`config.mk`:
```
export PLATFORM = sky130hd
export DESIGN_NAME = mult_share_arb
export DESIGN_NICKNAME = d
export VERILOG_FILES = /design/src/rtl/mult_share_arb.sv
export SDC_FILE = /design/constraint.sdc
export NUM_CORES = 1
export LEC_CHECK = 0
export CORE_MARGIN = 5
export CORE_UTILIZATION = 40
export DETAILED_ROUTE_END_ITERATION = 7
export DONT_BUFFER_PORTS = 1
export PLACE_DENSITY_LB_ADDON = 0.08
export SETUP_SLACK_MARGIN = 0.15
export SYNTH_ARGS = -nofsm -noshare
export SYNTH_HDL_FRONTEND = slang
export SYNTH_SLANG_ARGS = --single-unit
```
`constraint.sdc`:
```
create_clock -name clk -period 2.01 [get_ports clk]
set_clock_uncertainty 0.05 [all_clocks]
set_input_delay 0.201 -clock clk [delete_from_list [all_inputs] [get_ports clk]]
set_output_delay 0.201 -clock clk [all_outputs]
set_load 0.05 [all_outputs]
```
`src/rtl/mult_share_arb.sv`:
```
// Round-robin sharing of one external pipelined multiplier among NREQ requesters.
// Define MULT_SHARE_ARB_PERF_EN to add issue/stall counters and a pipeline occupancy output.
module mult_share_arb #(
  parameter int unsigned NREQ     = 4,
  parameter int unsigned AW       = 20,
  parameter int unsigned MULT_LAT = 1
) (
  input  logic                   clk,
  input  logic                   rst_n,
  input  logic [NREQ-1:0]        req_valid,
  output logic [NREQ-1:0]        req_ready,
  input  logic [NREQ*AW-1:0]     req_a,
  input  logic [NREQ*AW-1:0]     req_b,
  output logic [NREQ-1:0]        rsp_valid,
  input  logic [NREQ-1:0]        rsp_ready,
  output logic [NREQ*2*AW-1:0]   rsp_p,
  output logic [AW-1:0]          mult_a,
  output logic [AW-1:0]          mult_b,
  input  logic [2*AW-1:0]        mult_p
`ifdef MULT_SHARE_ARB_PERF_EN
  ,
  output logic [31:0]                    issue_cnt,
  output logic [31:0]                    stall_cnt,
  output logic [$clog2(MULT_LAT+2)-1:0]  occupancy
`endif
);

  localparam int unsigned IDW = (NREQ > 1) ? $clog2(NREQ) : 1;

  logic [NREQ-1:0]              busy_q;
  logic [NREQ-1:0]              eligible;
  logic [NREQ-1:0]              grant;
  logic [IDW-1:0]               ptr_q;
  logic [IDW-1:0]               grant_id;
  logic                         found;
  logic                         issue;
  logic [MULT_LAT:0]            tag_vld_q;
  logic [MULT_LAT:0][IDW-1:0]   tag_id_q;
  logic                         cap;
  logic [IDW-1:0]               cap_id;
  logic [NREQ-1:0]              rsp_valid_q;
  logic [NREQ*2*AW-1:0]         rsp_p_q;
  logic [AW-1:0]                mult_a_q;
  logic [AW-1:0]                mult_b_q;

  function automatic logic [IDW-1:0] wrap_idx(input logic [IDW-1:0] base,
                                              input int unsigned off);
    int unsigned s;
    s = 32'(base) + off;
    if (s >= NREQ) s = s - NREQ;
    return IDW'(s);
  endfunction

  assign eligible = req_valid & ~busy_q;

  always_comb begin
    found    = 1'b0;
    grant_id = '0;
    for (int unsigned k = 0; k < NREQ; k++) begin
      if (!found && eligible[wrap_idx(ptr_q, k)]) begin
        found    = 1'b1;
        grant_id = wrap_idx(ptr_q, k);
      end
    end
  end

  // Gate with rst_n so req_ready is zero for the whole reset, not just after the first edge.
  always_comb begin
    grant = '0;
    if (found && rst_n) grant[grant_id] = 1'b1;
  end

  assign issue     = |grant;
  assign req_ready = grant;
  assign cap       = tag_vld_q[MULT_LAT];
  assign cap_id    = tag_id_q[MULT_LAT];
  assign rsp_valid = rsp_valid_q;
  assign rsp_p     = rsp_p_q;
  assign mult_a    = mult_a_q;
  assign mult_b    = mult_b_q;

  always_ff @(posedge clk or negedge rst_n) begin
    if (!rst_n) begin
      busy_q      <= '0;
      ptr_q       <= '0;
      tag_vld_q   <= '0;
      tag_id_q    <= '0;
      rsp_valid_q <= '0;
      rsp_p_q     <= '0;
      mult_a_q    <= '0;
      mult_b_q    <= '0;
    end else begin
      if (issue) begin
        mult_a_q <= req_a[32'(grant_id)*AW +: AW];
        mult_b_q <= req_b[32'(grant_id)*AW +: AW];
        ptr_q    <= wrap_idx(grant_id, 1);
      end
      // Tag at stage MULT_LAT lines up with mult_p for the operands issued MULT_LAT+1 edges ago.
      tag_vld_q[0] <= issue;
      tag_id_q[0]  <= grant_id;
      for (int unsigned k = 1; k <= MULT_LAT; k++) begin
        tag_vld_q[k] <= tag_vld_q[k-1];
        tag_id_q[k]  <= tag_id_q[k-1];
      end
      for (int unsigned i = 0; i < NREQ; i++) begin
        if (issue && grant_id == IDW'(i)) begin
          busy_q[i] <= 1'b1;
        end else if (rsp_valid_q[i] && rsp_ready[i]) begin
          busy_q[i] <= 1'b0;
        end
        if (cap && cap_id == IDW'(i)) begin
          rsp_valid_q[i]              <= 1'b1;
          rsp_p_q[i*2*AW +: 2*AW]     <= mult_p;
        end else if (rsp_valid_q[i] && rsp_ready[i]) begin
          rsp_valid_q[i] <= 1'b0;
        end
      end
    end
  end

`ifdef MULT_SHARE_ARB_PERF_EN
  localparam int unsigned OCW = $clog2(MULT_LAT+2);

  logic [31:0] issue_cnt_q;
  logic [31:0] stall_cnt_q;

  always_ff @(posedge clk or negedge rst_n) begin
    if (!rst_n) begin
      issue_cnt_q <= '0;
      stall_cnt_q <= '0;
    end else begin
      if (issue) issue_cnt_q <= issue_cnt_q + 32'd1;
      if (|(req_valid & ~grant)) stall_cnt_q <= stall_cnt_q + 32'd1;
    end
  end

  always_comb begin
    occupancy = '0;
    for (int unsigned k = 0; k <= MULT_LAT; k++) begin
      occupancy = occupancy + OCW'(tag_vld_q[k]);
    end
  end

  assign issue_cnt = issue_cnt_q;
  assign stall_cnt = stall_cnt_q;
`endif

endmodule

```
### Word level (Yosys, flattened, before mapping)

Index checks and enable logic that the tools add are counted.
Widths: inputs -> output; s select.

* bits of input ports: 210
* flip-flop bits (word level): 216

* reduce and logical (&&, ||, !) cells: 31
* multipliers: 1
* bitwise logic cells: 2
* multiplexer cells: 36
* equal/unequal tests: 6
* $add $sub $neg: 9
* $lt $le $gt $ge: 11
* shift operators: 2

Operators with widths (count)
* $shiftx 80x8->20: 2
* $mux 1: 21
* $mux 2: 9
* $logic_and 1x1->1: 17
* $reduce_bool 2->1: 8
* $lt 2x3->1 const B: 5
* $ge 3x3->1 const B: 4
* $sub 2x1->2 const B: 5
* $bmux 1 s2: 4
* $eq 2x2->1 const B: 4
* $add 2x1->3 const B: 2
* $add 2x2->3 const B: 2
* $mul 2x3->5 const B: 1
* $and 4x4->4: 1
* $eq 2x1->1 const B: 2
* $logic_not 2->1: 2
* $mux 4: 1
* $not 4->4: 1
* $reduce_or 4->1: 1
* $ge 2x3->1 const B: 1
* $logic_not 1->1: 3
* $demux 1 s2: 1
* $ge 2x1->1 const B: 1

### Logic depth before layout (Yosys ltp)

* depth in word-level cells: 22
* gate-level depth with buffers: 9
* gate-level depth less buffers: 6

### Worst setup path after synthesis

Ideal clock, no wire load.

* path kind: register -> register
* from: reg busy_q[0]
* to: reg busy_q[1]
* setup slack: -0.474 ns
* arrival time: 2.366 ns
* library setup time: 0.068 ns
* stages on the path, launching flop included: 10
* data required time: 1.892 ns
* clock period less this slack: 2.484 ns
* cells stage by stage: dfrtp_1 -> nor2b_1 -> a221o_1 -> and2_1 -> buf_6 -> inv_4 -> buf_8 -> buf_4 -> nor2_1 -> a21o_1

* word-level cells in the longest chain between the ends: 22

RTL lines
* start: declaration: RTL line 30 `logic [NREQ-1:0] busy_q;`
* start signal: assignment: RTL line 84 `busy_q <= '0;`
* start signal: indexed assignment: RTL line 107 `busy_q[i] <= 1'b1;`
* start signal: indexed assignment: RTL line 109 `busy_q[i] <= 1'b0;`
* $not 4->4 (*): RTL line 54 `assign eligible = req_valid & ~busy_q;`
* $and 4x4->4 (*): RTL line 54
* $bmux 1 s2: RTL line 60 `if (!found && eligible[wrap_idx(ptr_q, k)]) begin`
* $mux 1 (implied by the code): RTL line 60
* $mux 1: RTL line 60
* $logic_not 1->1: RTL line 60
* $logic_and 1x1->1: RTL line 60
* $mux 1: RTL line 60
* (+6 left out)
* via grant_id[1]: RTL line 34 `logic [IDW-1:0] grant_id;`
* (+1 left out)
* $logic_and 1x1->1 (implied by the code): RTL line 70 `if (found && rst_n) grant[grant_id] = 1'b1;`
* $mux 1 (implied by the code): RTL line 70
* $demux 1 s2 (*): RTL line 70
* $mux 4 (*): RTL line 70
* via req_ready[1]: RTL line 11 `output logic [NREQ-1:0] req_ready,`
* $reduce_or 4->1 (*): RTL line 73 `assign issue = |grant;`
* $logic_and 1x1->1 (*): RTL line 106 `if (issue && grant_id == IDW'(i)) begin`
* $mux 1 or $reduce_bool 2->1 (tied branches)

The timed path passes the listed nets; every way through them passes the cells marked *. The select of a mux whose other input is x is not followed.
A chain may end at the register's enable or synchronous reset.

### Final worst setup path

* from: reg ptr_q[0]
* to: out req_ready[1]

* word-level cells in the longest chain between the ends: 19

RTL lines
* start: declaration: RTL line 33 `logic [IDW-1:0] ptr_q;`
* start signal: assignment: RTL line 96 `ptr_q <= wrap_idx(grant_id, 1);`
* parallel branches: the longest is 18 deep, another holds $add 2x1->3
* $mux 4 (*): RTL line 70
* end: declaration: RTL line 11

Mark *: on every way between the ends. The select of a mux whose other input is x is not followed.

==> metrics.md <==
| Metric | Value |
|---|---|
| Outcome | `finished with violations` |
| Failing checks | `hold timing, setup timing` |
| Site Rows | `55` |
| CP max stage cell | `dfrtp_1` |
| Seq/Total Area, Yosys | `0.584` |
| Period minus WS final | `2420 ps` |
| Family with the most delay on the worst path | `simple AND/OR/NAND/NOR gates` |
| Async S/R FF share, synth | `1.00` |
| Ys Warns | `0` |
| Post-synthesis adder-cell area fraction | `0` |
| Critical path class | `flip-flop to output port` |
| Synth top cells by count | `216 x dfrtp_1, 160 x mux2_2, 53 x a211oi_1` |
| Max-slew violation count | `0` |
| Core footprint | `about 0.023 sq mm` |
| Synth Area in XOR/XNOR | `0.000946` |
| Max_cap viols | `0` |
| GRT Overall Usage | `0.227` |
| Hold Crit Class | `input pin to asynchronous set/reset pin` |
| Critical Path RT | `between 1500 and 2000 ps` |
| RSZ-0062 raised after global routing | `true` |
| GPL Wtd Cong | `0.854` |
| Share of the synthesized area in the top cell type | `0.584` |
| DRT Wirelength | `about 32 mm` |
| Critical Path AT | `2170 ps` |
| Area of the multi-input gates | `0.00414 sq mm` |
| Syn_area_per_cell | `between 10 and 15 sq um` |
| Share of cells above drive strength 1 | `0.391` |
| # setup viols final | `44` |
| Cell Area, Synth | `between 0.009 and 0.01 sq mm` |
| Synth area leader | `dfrtp_1` |
| Critical-path maximum fanout | `4` |
| Drt drc | `0` |
| Reg-to-Reg End | `mult_b[7]$_DFFE_PN0N_` |
| EDFF count, synth | `0` |
| Initial antenna violation count | `4` |
| Post-synthesis simple-gate area fraction | `0.0595` |
| Critical Path Max Stage Delay | `~420 ps` |
| Clk_lat worst skew | `490 ps` |
| Fin. Hold Viols | `approximately 220` |
| R2r setup slk | `-380 ps` |
| # nets final | `about 1.1k` |
| Achievable Freq | `slightly above 400 MHz` |
| Num CTS Buffers | `23` |
| Count leader, synth | `dfrtp_1` |
| Vias in the first global route | `7,530` |
| Startpoint Class | `flip-flop` |
| Die height | `approximately 160 um` |
| Clock Pin Slew Worst Setup and Hold Paths | `around 60 ps` |
| First-pass GRT wire length | `approximately 46 mm` |
| Syn nets | `881` |
| Combinational family with the most area after synthesis | `multiplexers` |
| Slew margin rel. | `0.587` |
| Crit path buffers/inverters | `1` |
| Largest net degree at the start of global routing | `between 200 and 250` |
| Instance count on the critical path | `5` |
| Max Buffers Root-to-Sink | `3` |
| Final worst slack | `-413 ps` |
| Worst r2r src | `ptr_q[1]$_DFFE_PN0N_` |
| Synth Register Bits | `216` |
| Detailed Place HPWL | `between 20 and 25 mm` |
| Synth Instances | `671` |
| Final worst-path cycle share | `1.21` |
| PortBufs | `0` |
| Clock net sink count | `between 200 and 250` |
| Vias per cell | `between 5 and 6` |
| Worst Setup EP | `req_ready[1]` |
| Drt pass-1 iters | `4` |
| Drt wl/cell | `26.6 um` |
| H-tree Lvls | `1` |
| Ranking of synthesized cells by area | `dfrtp_1 58%, mux2_2 19%, mux2i_1 5.0%, a211oi_1 4.3%, and3_1 2.3%` |
| Hold Slack | `-646 ps` |
| Fill cells | `approximately 1.7k` |
| DR vias | `just under 7k` |
| Top FF cell, synth | `dfrtp_1` |
| Worst path cell trace | `and4bb_2 > a311oi_4 > nand3_2 > buf_12 > nor2_4` |
| Initial core utilization | `0.408` |
| Yosys cell types | `37` |
| CP endpoint kind | `output port` |
| Seq. cell area | `between 0.005 and 0.006 sq mm` |
| ANT nets after route | `0` |
| Total gr overflow | `0` |
| Mux share of post-synthesis cell area | `0.244` |
| Die X-Extent | `between 150 and 200 um` |
| Synth Area in Compound Gates | `0.0831` |
| Initial drt markers | `roughly 380` |
| Crit path from | `ptr_q[0]$_DFFE_PN0N_` |
| Worst-Margin Slew | `approximately 620 ps` |
| CTS tree | `yes` |
| Area Overhead vs Synth | `44.4%` |
| Clock root buffer | `clkbuf_16` |
| Die area | `0.0263 sq mm` |
| I/O Pins | `418` |
| Worst r2r path cells | `12` |
[state kept, by name, indices dropped and copies added (netlist names)]
signal     cells
rsp_valid      4
busy_q         4
tag_id_q       2
mult_a        20
rsp_p        160
cap_id         2
tag_vld_q      2
mult_b        20
ptr_q          2
[placed cells by master, fill, tap and decap left out, types with 7 or more instances in the layout]
| cell | count |
|---|---|
| nand2_1 | 16 |
| buf_16 | 10 |
| a211oi_2 | 39 |
| buf_6 | 10 |
| mux2i_4 | 18 |
| buf_12 | 19 |
| buf_4 | 27 |
| mux2i_2 | 7 |
| clkbuf_16 | 23 |
| mux2i_1 | 21 |
| and3_1 | 33 |
| dlygate4sd3_1 | 170 |
| dfrtp_1 | 214 |
| nor2_1 | 34 |
| mux2_2 | 160 |
| a211oi_1 | 24 |
| clkbuf_1 | 7 |
[routing by layer]
layer	part of all wire	vias to the layer above	GRT usage
met5	0	-	0
met4	0.044	0	0.0961
met3	0.092	80	0.0741
met2	0.52	384	0.415
met1	0.34	3468	0.240
li1	-	2906	-
[area by class of cell]
type / instances / area share
inverters: 6 / 0.00225
multi-input cells: 405 / 0.310
clock inverters: 2 / 0.00262
repair buffers: 239 / 0.203
flip-flops and latches: 216 / 0.404
well taps: 285 / 0.0267
clock buffers: 35 / 0.0502
diodes: 4 / 0.000749
[how the worst min path moves through the flow]
| stage | to | startpoint | cells after the start |
|---|---|---|---|
| floorplan | busy_q[0]$_DFFE_PN0P_ | rst_n | 0 |
| global placement | rsp_p[88]$_DFFE_PN0P_ | rst_n | 0 |
| detailed placement | rsp_p[88]$_DFFE_PN0P_ | rst_n | 0 |
| CTS | rsp_p[159]$_DFFE_PN0P_ | rst_n | 0 |
| global route | rsp_p[124]$_DFFE_PN0P_ | rst_n | 0 |
| finish | rsp_p[88]$_DFFE_PN0P_ | rst_n | 0 |
[per-stage QoR]
| stage | worst slack, ps | TNS, ps | cell area, sq um | std cells | utilization |
|---|---|---|---|---|---|
| 6_report | -413 | -12680 | 13400 | 1192 | 0.589 |
| 5_1_grt | -492 | -16250 | 13400 | 1192 | 0.589 |
| 4_1_cts | -409 | -9880 | 13000 | 1182 | 0.573 |
| 3_5_place_dp | -244 | -1430 | 9880 | 945 | 0.435 |
| 3_3_place_gp | -141 | -501 | 9880 | 945 | 0.435 |
| 2_1_floorplan | -22.4 | -130 | 9330 | 671 | - |
[logic make-up after synthesis]
logic type / Yosys count
AO/OA/AOI/OAI: 91
flip-flops: 216
buffers and inverters: 50
XOR/XNOR: 1
AND/OR/NAND/NOR: 107
multiplexers: 206
[worst reg2reg max path, cell delays in order (launching register included)]
cell and delay, ps:
dfrtp_2 420, buf_6 120, nand2b_4 120, a221o_1 360
and2_4 210, inv_8 50, buf_6 90, buf_12 110
buf_12 130, buf_12 110, buf_16 130, mux2i_2 230
o221ai_1 130
[what timing repair did]
action	CTS	global route
hold endpoints to repair	424	217
pin swaps	38	32
gates cloned	8	0
setup endpoints to repair	45	45
setup buffers	23	5
gates resized for setup	68	53
hold buffers	169	1
Power is not shown: default switching activity piles up to over one toggle a cycle in this logic, so the estimate is an artifact.
